`config.mk`:
```
export PLATFORM = sky130hd
export DESIGN_NAME = fetch_prefetch_queue
export DESIGN_NICKNAME = d
export VERILOG_FILES = /design/src/rtl/fetch_prefetch_queue.sv
export SDC_FILE = /design/constraint.sdc
export NUM_CORES = 1
export LEC_CHECK = 0
export ABC_AREA = 1
export CORE_MARGIN = 2
export CORE_UTILIZATION = 56
export DETAILED_ROUTE_END_ITERATION = 8
export HOLD_SLACK_MARGIN = 0.06
export PLACE_DENSITY = 0.84
export SLEW_MARGIN = 0
export SYNTH_ARGS = -nofsm -noshare
export SYNTH_HDL_FRONTEND = slang
export SYNTH_SLANG_ARGS = --single-unit
```
`constraint.sdc`:
```
create_clock -name clk -period 7.1 [get_ports clk]
set_input_delay 1.065 -clock clk [delete_from_list [all_inputs] [get_ports clk]]
set_output_delay 1.065 -clock clk [all_outputs]
set_load 0.005 [all_outputs]
```
`src/rtl/fetch_prefetch_queue.sv`:
```
// fetch_prefetch_queue: instruction-fetch front end feeding the IF/ID register.
// Issues one word fetch at a time over a req/ack handshake, buffers returned
// words with their PCs in a small FIFO, and presents the head to decode.
// Branch/jump redirects flush the queue; a request already in flight is
// allowed to complete and its data is dropped.
// Optional feature: define FETCH_PFQ_BYPASS_EN to forward an ack straight to
// the outputs when the queue is empty (zero-cycle ack-to-output latency).
module fetch_prefetch_queue #(
  parameter int          DEPTH     = 4,
  parameter logic [31:0] RESET_PC  = 32'h0000_0000,
  parameter logic [31:0] NOP_INSTR = 32'h0000_0013
) (
  input  logic        clk,
  input  logic        rst,
  output logic        mem_req,
  output logic [31:0] mem_addr,
  input  logic        mem_ack,
  input  logic [31:0] mem_rdata,
  input  logic        stall_i,
  input  logic        redirect_i,
  input  logic [31:0] redirect_pc_i,
  output logic [31:0] instr_o,
  output logic [31:0] pc_o,
  output logic [31:0] pcplus4_o,
  output logic        valid_o,
  output logic        busy_o
);

  localparam int PW = $clog2(DEPTH);
  localparam int CW = $clog2(DEPTH) + 1;
  localparam logic [CW-1:0] DEPTH_C = CW'(DEPTH);

  localparam logic [1:0] ST_IDLE = 2'd0;
  localparam logic [1:0] ST_REQ  = 2'd1;
  localparam logic [1:0] ST_DROP = 2'd2;

  logic [1:0]    state_q, state_d;
  logic [31:0]   fetch_pc_q, fetch_pc_d;
  logic          mem_req_q, mem_req_d;
  logic [31:0]   mem_addr_q, mem_addr_d;
  logic [PW-1:0] wr_ptr_q, wr_ptr_d;
  logic [PW-1:0] rd_ptr_q, rd_ptr_d;
  logic [CW-1:0] count_q, count_d;

  logic [31:0] pc_mem_q    [DEPTH];
  logic [31:0] instr_mem_q [DEPTH];

  logic fifo_valid;
  logic ack_ok;
  logic bypass_hit;
  logic bypass_take;
  logic push;
  logic pop;

  assign fifo_valid = (count_q != '0);
  // An accepted response is one completing a live (non-dropped) request with no redirect.
  assign ack_ok     = (state_q == ST_REQ) && mem_ack && !redirect_i;

`ifdef FETCH_PFQ_BYPASS_EN
  assign bypass_hit = ack_ok && (count_q == '0);
`else
  assign bypass_hit = 1'b0;
`endif

  assign bypass_take = bypass_hit && !stall_i;
  assign push        = ack_ok && !bypass_take;
  assign pop         = fifo_valid && !stall_i && !redirect_i;

  // Fetch state machine: issues a request only when a slot is free, holds it until ack.
  always_comb begin
    state_d    = state_q;
    fetch_pc_d = fetch_pc_q;
    mem_req_d  = mem_req_q;
    mem_addr_d = mem_addr_q;
    case (state_q)
      ST_IDLE: begin
        if (redirect_i) begin
          fetch_pc_d = redirect_pc_i;
        end else if (count_q < DEPTH_C) begin
          state_d    = ST_REQ;
          mem_req_d  = 1'b1;
          mem_addr_d = fetch_pc_q;
        end
      end
      ST_REQ: begin
        if (redirect_i) begin
          fetch_pc_d = redirect_pc_i;
          if (mem_ack) begin
            state_d   = ST_IDLE;
            mem_req_d = 1'b0;
          end else begin
            state_d = ST_DROP;
          end
        end else if (mem_ack) begin
          fetch_pc_d = fetch_pc_q + 32'd4;
          state_d    = ST_IDLE;
          mem_req_d  = 1'b0;
        end
      end
      ST_DROP: begin
        if (redirect_i) begin
          fetch_pc_d = redirect_pc_i;
        end
        if (mem_ack) begin
          state_d   = ST_IDLE;
          mem_req_d = 1'b0;
        end
      end
      default: begin
        state_d   = ST_IDLE;
        mem_req_d = 1'b0;
      end
    endcase
  end

  // FIFO bookkeeping: a redirect flushes everything; otherwise push/pop move the pointers.
  always_comb begin
    wr_ptr_d = wr_ptr_q;
    rd_ptr_d = rd_ptr_q;
    count_d  = count_q;
    if (redirect_i) begin
      wr_ptr_d = '0;
      rd_ptr_d = '0;
      count_d  = '0;
    end else begin
      if (push) begin
        wr_ptr_d = wr_ptr_q + PW'(1);
      end
      if (pop) begin
        rd_ptr_d = rd_ptr_q + PW'(1);
      end
      case ({push, pop})
        2'b10:   count_d = count_q + CW'(1);
        2'b01:   count_d = count_q - CW'(1);
        default: count_d = count_q;
      endcase
    end
  end

  // Control and pointer registers, cleared asynchronously.
  always_ff @(posedge clk or negedge rst) begin
    if (!rst) begin
      state_q    <= ST_IDLE;
      fetch_pc_q <= RESET_PC;
      mem_req_q  <= 1'b0;
      mem_addr_q <= RESET_PC;
      wr_ptr_q   <= '0;
      rd_ptr_q   <= '0;
      count_q    <= '0;
    end else begin
      state_q    <= state_d;
      fetch_pc_q <= fetch_pc_d;
      mem_req_q  <= mem_req_d;
      mem_addr_q <= mem_addr_d;
      wr_ptr_q   <= wr_ptr_d;
      rd_ptr_q   <= rd_ptr_d;
      count_q    <= count_d;
    end
  end

  // Queue storage needs no reset; count_q decides which entries are meaningful.
  always_ff @(posedge clk) begin
    if (push) begin
      pc_mem_q[wr_ptr_q]    <= fetch_pc_q;
      instr_mem_q[wr_ptr_q] <= mem_rdata;
    end
  end

  // Head selection: queue head, NOP bubble when empty, or the forwarded ack word.
  always_comb begin
    valid_o = fifo_valid;
    instr_o = NOP_INSTR;
    pc_o    = '0;
    if (fifo_valid) begin
      instr_o = instr_mem_q[rd_ptr_q];
      pc_o    = pc_mem_q[rd_ptr_q];
    end
`ifdef FETCH_PFQ_BYPASS_EN
    if (bypass_hit) begin
      valid_o = 1'b1;
      instr_o = mem_rdata;
      pc_o    = fetch_pc_q;
    end
`endif
  end

  assign pcplus4_o = pc_o + 32'd4;
  assign mem_req   = mem_req_q;
  assign mem_addr  = mem_addr_q;
  assign busy_o    = (state_q != ST_IDLE);

  a_no_push_when_full: assert property (@(posedge clk) disable iff (!rst) push |-> (count_q != DEPTH_C));

endmodule

```
==> impl_metrics.py, run 1 <==
metrics = {
    "sta": {
        "period_share_pct": 73.5,
        "tightestPinTransition_ns": 1.00,
        "slew_viol_final": 0,
        "period_needed_ns": 5.22,
        "rsz0062_at_grt": "false",
        "max_freq_ghz": 0.192,
        "finClkSkew_ns": 0.0129,
        "slew_headroom_pct": 33.0,
        "holdWs_ns": 0.494,
        "final-hold-violation-count": 0,
        "finalSetupViolations": 0,
        "tns_ns": 0,
    },
    "cells_and_area": {
        "drive_above_1_share_pct": 6.35,
        "syn_to_final_growth_pct": 20.5,
        "antenna_cells": 0,
        "fin_cells": 2220,
        "nets": 1898,
        "fill_cells": 2017,
    },
    "setup_path": {
        "r2r_cells": 13,
        "worstPathMaxFanout": 134,
        "endpoint_kind": "output pin",
        "r2r-start": "count_q[0]",
        "cp-start-kind": "register",
        "critPathKind": "reg2out",
        "r2r_slack_ns": 3.85,
        "cp.required_ns": 6.03,
        "arrival_ns": 4.16,
        "r2r_end": "count_q[2]",
    },
    "min_path": {
        "worst_hold_path.endpoint": "mem_addr[16]",
        "min_from": "mem_addr[16]",
        "hold-path-cell-count": 2,
        "worstHoldPathType": "reg2reg",
    },
    "global_routing": {
        "groute.usage.overall_pct": 28.1,
        "grt_pass1_wl_mm": 63.6,
        "grt_pass1_vias": 12100,
        "grt-ovfl-total": 0,
        "grt_antenna_before_repair": 0,
        "grt_max_degree": 135,
    },
    "logic_synthesis": {
        "syn_avg_cell_area_um2": 9.49,
        "synth_top_area_cell": "edfxtp_1",
        "synth_cell_type_count": 43,
        "yosysSeqAreaShare_pct": 61.1,
        "synth-edff-count": 256,
        "synth_top_area_share_pct": 49.3,
        "yosysMostFrequentCell": "nand2_1",
        "ys_seq_elements": 330,
        "synth_area_leaders": "edfxtp_1, dfrtp_1, nand2_1, nor2_1, o21ai_0",
        "ys_top_cells_by_count": "nand2_1, nor2_1, edfxtp_1",
        "netlist_instances": 1645,
        "syn-num-nets": 1725,
        "ys.warnings.count": 0,
        "synth-main-ff-cell": "edfxtp_1",
        "ys_async_sr_fraction_pct": 22.4,
        "syn-cell-area_um2": 15600,
    },
    "pwr": {
        "ir_worst_vdd_mv": 0.259,
        "power.total_uw": 7420,
        "power_leakage_uw": 0.00735,
        "p_per_area_nw_per_um2": 395,
    },
    "clock_tree": {
        "cts_sinks": 330,
        "cts_buffer_depth": 3,
        "path_clk_slew_ns": 0.06,
        "clock_latency_ns": 0.52,
        "numCtsBuffers": 34,
        "post_cts_buffers": 0,
        "clockRootBuffer": "clkbuf_16",
        "cts_max_level": 2,
        "cts_resized": 0,
        "cts_tree": "yes",
        "hold_buffers": 0,
    },
    "floorplanning": {
        "die_x_um": 171,
        "start_util_pct": 56.5,
        "coreArea_um2": 27600,
        "dieArea_um2": 29200,
        "dieHeight_um": 171,
        "rows": 61,
        "ios": 200,
    },
    "detailed_routing": {
        "first_pass_iters": 6,
        "viasPerCell": 5.69,
        "drc_errors": 0,
        "drt_iter0_drc": 1750,
        "vias": 12600,
        "wl_per_cell_um": 18.4,
        "ant_nets": 0,
        "drt-total-wl_mm": 40.9,
    },
    "outcome": {
        "outcome": "completed",
    },
    "placed_design": {
        "routabilityCongestion": 0.976,
        "dp_cells": 2160,
        "place_hpwl_mm": 25.9,
        "io_buffers": 199,
    },
    "job": {
        "drv_cap": 0,
    },
}
[placed cells by master (no fill, tap or decap), types with 3 or more instances in the layout]
master and instances:
nor3_1 10, clkinv_1 4, ha_1 10, mux2_2 4
clkinv_2 6, inv_2 3, nand3_1 111, o21ai_0 141
inv_1 130, nor2_4 7, clkbuf_1 10, nand2_2 8
clkbuf_16 34, buf_4 12, o22ai_1 17, o311ai_0 3
edfxtp_1 256, clkdlybuf4s50_1 198, nor2_1 266, nand3_2 8
xor2_1 26, nand4_1 15, nor2_2 23, nand2_1 390
a21oi_1 49, dfrtp_1 72
[flip-flops by register name, summed over array words and instances (netlist names)]
| register | count |
|---|---|
| instr_mem_q | 128 |
| pc_mem_q | 128 |
| fetch_pc_q | 32 |
| mem_addr | 32 |
| count_q | 3 |
| rd_ptr_q | 2 |
| state_q | 2 |
| wr_ptr_q | 2 |
| mem_req | 1 |
[power by group]
part | switching (µW) | leakage [µW] | internal (µW) | total (µW)
Combinational | 1660 | 0.00362 | 1210 | 2870
Sequential | 376 | 0.00322 | 2500 | 2870
Clock | 736 | 0.000510 | 945 | 1680
Total | 2770 | 0.00735 | 4650 | 7420
[how the worst max path moves through the flow]
stage / startpoint / to / slack (ns)
CTS: rd_ptr_q[0] / pcplus4_o[18] / 1.95
detailed placement: rd_ptr_q[0] / pcplus4_o[18] / 2.51
floorplan: redirect_i / instr_mem_q[0][0] / 2.38
finish: rd_ptr_q[0] / pcplus4_o[26] / 1.88
global placement: rd_ptr_q[0] / pcplus4_o[18] / 2.61
global route: rd_ptr_q[0] / pcplus4_o[18] / 1.63
[layout make-up]
type / instances / area (µm²) / area share, %
flip-flops and latches: 330 / 9540 / 50.8
multi-input cells: 1106 / 5140 / 27.4
repair buffers: 210 / 2070 / 11.0
clock buffers: 45 / 902 / 4.80
inverters: 136 / 520 / 2.77
well taps: 378 / 473 / 2.51
clock inverters: 15 / 150 / 0.798
[logic make-up (layout without fill, tap and decap cells)]
logic type | count (synthesis) | after routing | share of synthesized area, %
AOI/OAI and AO/OA | 221 | 221 | 7.45
muxes | 4 | 4 | 0.289
adders and majority gates | 11 | 11 | 0.930
buffers and inverters | 209 | 406 | 6.13
and+or+nand+nor | 842 | 842 | 22.5
xor gates and xnor gates | 28 | 28 | 1.57
DFF | 330 | 330 | 61.1
[stage by stage]
stage                     utilization, %  area [µm²]  setup slack, ns
after floorplan                        -       15600             2.38
after CTS                           68.1       18800             1.95
final                               68.1       18800             1.88
after global routing                68.1       18800             1.63
after global placement              64.3       17800             2.61
after detailed placement            64.3       17800             2.51
[worst max-delay path, cell delays in order, from the launching register on]
cell	delay [ns]
dfrtp_4	0.75
inv_8	0.60
nand2_1	0.11
nand3_1	0.12
nand3_1	0.13
inv_1	0.15
ha_1	0.30
nand2_1	0.10
nor2_2	0.20
inv_2	0.07
nor2_2	0.25
nand4_1	0.13
nand2_1	0.12
clkdlybuf4s50_1	0.52
[per-layer routing]
layer / up-vias / GRT usage, % / routed length, µm
met5: - / 0 / 0
met2: 726 / 45.9 / 19600
met3: 94 / 4.70 / 4300
li1: 5822 / - / -
met4: 0 / 10.3 / 1200
met1: 5982 / 38.4 / 15800
(Power assumes the default switching activity.)
==> inputs of run 2 (changes only) <==
clock period = 4.85 ns   (was 7.1 ns; I/O delays follow)
==> run 2 against run 1 <==
Clock-buffer cell count is 8 lower. Worst hold slack worse by 0.32 ns. Cell count increased by 0.41%. Sequential share of layout area shrank 0.45 points. Sequential power up 45%. Via count down 0.32%. Setup slack got worse by 1.3 ns. Non-clock buffer count increased by 8. Cell area increased by 0.90%. Register-to-register slack got worse by 2.0 ns. Critical endpoint is now pcplus4_o[31].
==> impl_metrics.py, run 2 (synthesis results as in run 1) <==
metrics = {
    "outcome": {
        "outcome": "completed",
    },
    "floorplanning": {
        "ios": 200,
        "dieArea_um2": 29200,
        "coreArea_um2": 27600,
        "die_x_um": 171,
        "dieHeight_um": 171,
        "start_util_pct": 56.5,
        "rows": 61,
    },
    "sta": {
        "slew_viol_final": 0,
        "setup_ws_ns": 0.575,
        "tns_ns": 0,
        "tightestPinTransition_ns": 1.04,
        "max_freq_ghz": 0.234,
        "slew_headroom_pct": 30.6,
        "period_share_pct": 88.1,
        "rsz0062_at_grt": "false",
        "final-hold-violation-count": 0,
        "finClkSkew_ns": 0.0264,
        "period_needed_ns": 4.27,
        "finalSetupViolations": 0,
    },
    "detailed_routing": {
        "ant_nets": 0,
        "viasPerCell": 5.65,
        "first_pass_iters": 7,
        "drt-total-wl_mm": 41.4,
        "vias": 12600,
        "drt_iter0_drc": 1567,
        "wl_per_cell_um": 18.6,
        "drc_errors": 0,
    },
    "placed_design": {
        "placed_cell_area_um2": 17900,
        "place_ws_ns": 1.15,
        "place_hpwl_mm": 26.7,
        "routabilityCongestion": 0.953,
        "io_buffers": 199,
    },
    "setup_path": {
        "r2r_slack_ns": 1.87,
        "cp_cell_sequence": "buf_4 > nand2_1 > nand3_1 > nand3_1 > nor2_1 > nand2_1 > inv_1 > nand2_1 > nor2_1 > nand3b_1 > nand2_1 > clkdlybuf4s50_1",
        "path_common_cell": "nand2_1",
        "cp.required_ns": 4.12,
        "critPathKind": "reg2out",
        "cpMaxStageDelayCell": "buf_4",
        "endpoint_kind": "output pin",
        "arrival_ns": 3.55,
        "cp-start-kind": "register",
        "worstPathMaxFanout": 69,
        "max_stage_delay_ns": 0.63,
    },
    "global_routing": {
        "grt_pass1_vias": 12200,
        "grt-ovfl-total": 0,
        "groute.usage.overall_pct": 28.3,
        "grt_antenna_before_repair": 0,
        "grt_max_degree": 77,
        "grt_pass1_wl_mm": 63.9,
    },
    "clock_tree": {
        "cts_sinks": 330,
        "hold_buffers": 0,
        "numCtsBuffers": 34,
        "path_clk_slew_ns": 0.06,
        "cts_resized": 0,
        "cts_max_level": 2,
        "cts_tree": "yes",
        "clock_latency_ns": 0.53,
        "cts_buffer_depth": 3,
        "post_cts_buffers": 0,
        "clockRootBuffer": "clkbuf_16",
    },
    "cells_and_area": {
        "reg_top3": "instr_mem_q: 128 flops, pc_mem_q: 128 flops",
        "design_area_um2": 19000,
        "final_cell_mix": "nand2_1, nor2_1, edfxtp_1",
        "utilization_pct": 68.7,
        "drive_above_1_share_pct": 7.08,
        "antenna_cells": 0,
        "nets": 1906,
        "syn_to_final_growth_pct": 21.6,
        "final_common_cell": "nand2_1",
    },
    "min_path": {
        "worstHoldPathType": "in2async",
    },
    "pwr": {
        "p_per_area_nw_per_um2": 582,
        "ir_worst_vdd_mv": 0.464,
        "power_leakage_uw": 0.00742,
    },
    "job": {
        "drv_cap": 0,
    },
}
run 2: worst max-delay path: cells and delay by family, from the launching register on:
| family | cells | cell delay [ns] |
|---|---|---|
| flip-flops | 1 | 0.49 |
| buffers and inverters | 3 | 1.27 |
| AND/OR/NAND/NOR | 9 | 1.22 |
run 2: through the flow:
stage | cells | hold slack [ns] | total power, µW
after global routing | 2229 | 0.189 | 11600
after CTS | 2229 | 0.176 | 11000
after global placement | 2168 | 0.472 | 8250
after floorplan | 1645 | 0.432 | 6350
after detailed placement | 2168 | 0.482 | 8390
final | 2229 | 0.178 | 11000
run 2: final timing paths:
kind                         startpoint       endpoint  cells past startpoint
setup / recovery            rd_ptr_q[0]  pcplus4_o[31]                     12
setup reg to reg             count_q[2]     count_q[2]                     12
min in group clk           mem_addr[12]   mem_addr[12]                      2
max in group asynchronous           rst  fetch_pc_q[2]                      2
hold / removal                      rst   mem_addr[19]                      1
hold reg to reg            mem_addr[12]   mem_addr[12]                      2
run 2: power by group:
group          leakage [µW]  switching [µW]  internal (µW)
clock network      0.000530            1110           1500
registers           0.00322             492           3650
logic               0.00367            2480           1800
run 2: final cells by class:
class,count,area (µm²)
clock buffers,37,883
clock inverters,24,240
fillers,2006,8650
inverters,136,520
multi-input cells,1106,5140
flip-flops and latches,330,9540
well taps,378,473
repair buffers,218,2170
run 2: metal layers:
| metal | GRT usage (%) | up-vias | share of wire [%] |
|---|---|---|---|
| met3 | 4.23 | 92 | 8.9 |
| li1 | - | 5840 | - |
| met1 | 38.9 | 5969 | 41 |
| met2 | 46.8 | 683 | 48 |
| met4 | 8.81 | 0 | 2.8 |
| met5 | 0 | - | 0 |
==> inputs of run 3 (changes only) <==
CORE_UTILIZATION = 50   (was 56)
MAX_ROUTING_LAYER = met4   (was default)
PLACE_DENSITY = 0.76   (was 0.84)
==> run 3 against run 2 <==
Largest power group unchanged. Sequential cell count unchanged. Die area is 12% higher. Critical endpoint is now pcplus4_o[12]. Power decreased by 4.1%. Non-clock buffer count is the same. Global-route usage fell by 3.5 points.
==> impl_metrics.py, run 3 (synthesis results as in run 1) <==
metrics = {
    "outcome": {
        "outcome": "completed",
    },
    "sta": {
        "period_share_pct": 93.1,
        "slew_viol_final": 0,
        "max_freq_ghz": 0.222,
        "finClkSkew_ns": 0.0145,
        "tns_ns": 0,
        "tightestPinTransition_ns": 1.17,
        "slew_headroom_pct": 21.5,
        "rsz0062_at_grt": "false",
        "period_needed_ns": 4.51,
        "setup_ws_ns": 0.336,
        "final-hold-violation-count": 0,
        "finalSetupViolations": 0,
    },
    "clock_tree": {
        "cts_buffer_depth": 3,
        "clockRootBuffer": "clkbuf_16",
        "numCtsBuffers": 31,
        "cts_tree": "yes",
        "cts_max_level": 1,
        "post_cts_buffers": 0,
        "hold_buffers": 0,
        "cts_resized": 0,
        "cts_sinks": 330,
        "clock_latency_ns": 0.57,
        "path_clk_slew_ns": 0.06,
    },
    "cells_and_area": {
        "fill_cells": 2499,
        "fin_cells": 2244,
        "design_area_um2": 18800,
        "drive_above_1_share_pct": 6.49,
        "final_common_cell": "nand2_1",
        "final_cell_mix": "nand2_1, nor2_1, edfxtp_1",
        "reg_top3": "instr_mem_q: 128 flops, pc_mem_q: 128 flops",
        "syn_to_final_growth_pct": 20.5,
        "antenna_cells": 0,
        "nets": 1903,
    },
    "pwr": {
        "power_leakage_uw": 0.00733,
        "switching_share_pct": 37.4,
        "p_per_area_nw_per_um2": 563,
        "comb_power_share_pct": 40.2,
        "clkPwrFrac_pct": 20.7,
        "internal_power_uw": 6630,
        "power_switching_uw": 3960,
        "power.total_uw": 10600,
        "seqPwrFrac_pct": 39.0,
        "ir_worst_vdd_mv": 0.333,
    },
    "job": {
        "drv_cap": 0,
    },
    "placed_design": {
        "place_hpwl_mm": 26.2,
        "dp_cells": 2186,
        "routabilityCongestion": 0.925,
        "placed_cell_area_um2": 17900,
        "io_buffers": 199,
        "place_ws_ns": 0.969,
    },
    "detailed_routing": {
        "viasPerCell": 5.39,
        "drt-total-wl_mm": 39.5,
        "first_pass_iters": 5,
        "drc_errors": 0,
        "drt_iter0_drc": 1422,
        "vias": 12100,
        "wl_per_cell_um": 17.6,
        "ant_nets": 0,
    },
    "setup_path": {
        "endpoint_kind": "output pin",
        "r2r_cells": 9,
        "cp-start-kind": "register",
        "worstPathMaxFanout": 66,
        "startpoint": "rd_ptr_q[0]",
        "r2r-start": "state_q[0]",
        "r2r_slack_ns": 1.73,
        "arrival_ns": 3.79,
        "cp.required_ns": 4.12,
        "cp-endpoint": "pcplus4_o[12]",
        "critPathKind": "reg2out",
        "r2r_end": "fetch_pc_q[0]",
    },
    "floorplanning": {
        "dieHeight_um": 181,
        "rows": 64,
        "coreArea_um2": 30700,
        "ios": 200,
        "die_x_um": 181,
        "start_util_pct": 50.9,
        "dieArea_um2": 32600,
    },
    "global_routing": {
        "grt-ovfl-total": 0,
        "grt_pass1_vias": 11500,
        "grt_antenna_before_repair": 0,
        "groute.usage.overall_pct": 24.8,
        "grt_pass1_wl_mm": 62.4,
        "grt_max_degree": 90,
    },
    "min_path": {
        "worstHoldPathType": "in2async",
    },
}
## run 3: cell types whose count changed in the layout (fill, tap and decap cells not counted), sizes merged
cell,previous run,this run
bufinv,3,0
clkinvlp,6,1
inv,140,137
clkinv,11,17
clkbuf,37,39
## run 3: routing by layer
layer	track usage (%)	wire length, µm	vias up
li1	-	-	5825
met3	2.97	3250	78
met4	7.39	1020	0
met5	-	0	-
met2	38.2	18300	545
met1	34.8	16900	5638
## run 3: worst max-delay path, cell delays in order (launching register included)
cell and delay (ns):
dfrtp_4 0.45, buf_4 0.54, nand2_1 0.16, nand3_1 0.13
nand2_1 0.07, nor2_2 0.16, ha_1 0.27, nand2_1 0.09
nor2_2 0.19, nand2_1 0.21, nor2_2 0.21, xor2_1 0.18
clkdlybuf4s50_1 0.52
## run 3: worst min path at each step
stage,end,slack [ns],from,depth (start not counted)
finish,mem_addr[19],0.13,rst,1
global placement,mem_addr[3],0.47,mem_addr[3],2
CTS,mem_addr[19],0.13,rst,1
global route,mem_addr[19],0.15,rst,1
floorplan,count_q[0],0.43,rst,0
detailed placement,mem_addr[29],0.48,mem_addr[29],2
## run 3: layout make-up
type,instances,area (µm²),share of cell area [%]
clock buffers,39,806,4.29
clock inverters,19,108,0.572
inverters,136,520,2.77
multi-input cells,1106,5140,27.4
flip-flops and latches,330,9540,50.8
well taps,396,495,2.64
repair buffers,218,2180,11.6
## run 3: power groups by stage
| stage | logic (µW) | clock network [µW] | registers [µW] |
|---|---|---|---|
| finish | 4260 | 2190 | 4130 |
| global route | 4680 | 2350 | 4190 |
| CTS | 4240 | 2220 | 4120 |
| detailed placement | 4210 | 0 | 4170 |
| global placement | 4140 | 0 | 4140 |
| floorplan | 2350 | 0 | 4010 |
## run 3: stage by stage
step / hold WS, ns / utilization [%]
floorplan: 0.432 / -
global placement: 0.471 / 58.3
detailed placement: 0.477 / 58.3
CTS: 0.130 / 61.3
global route: 0.153 / 61.3
finish: 0.127 / 61.3
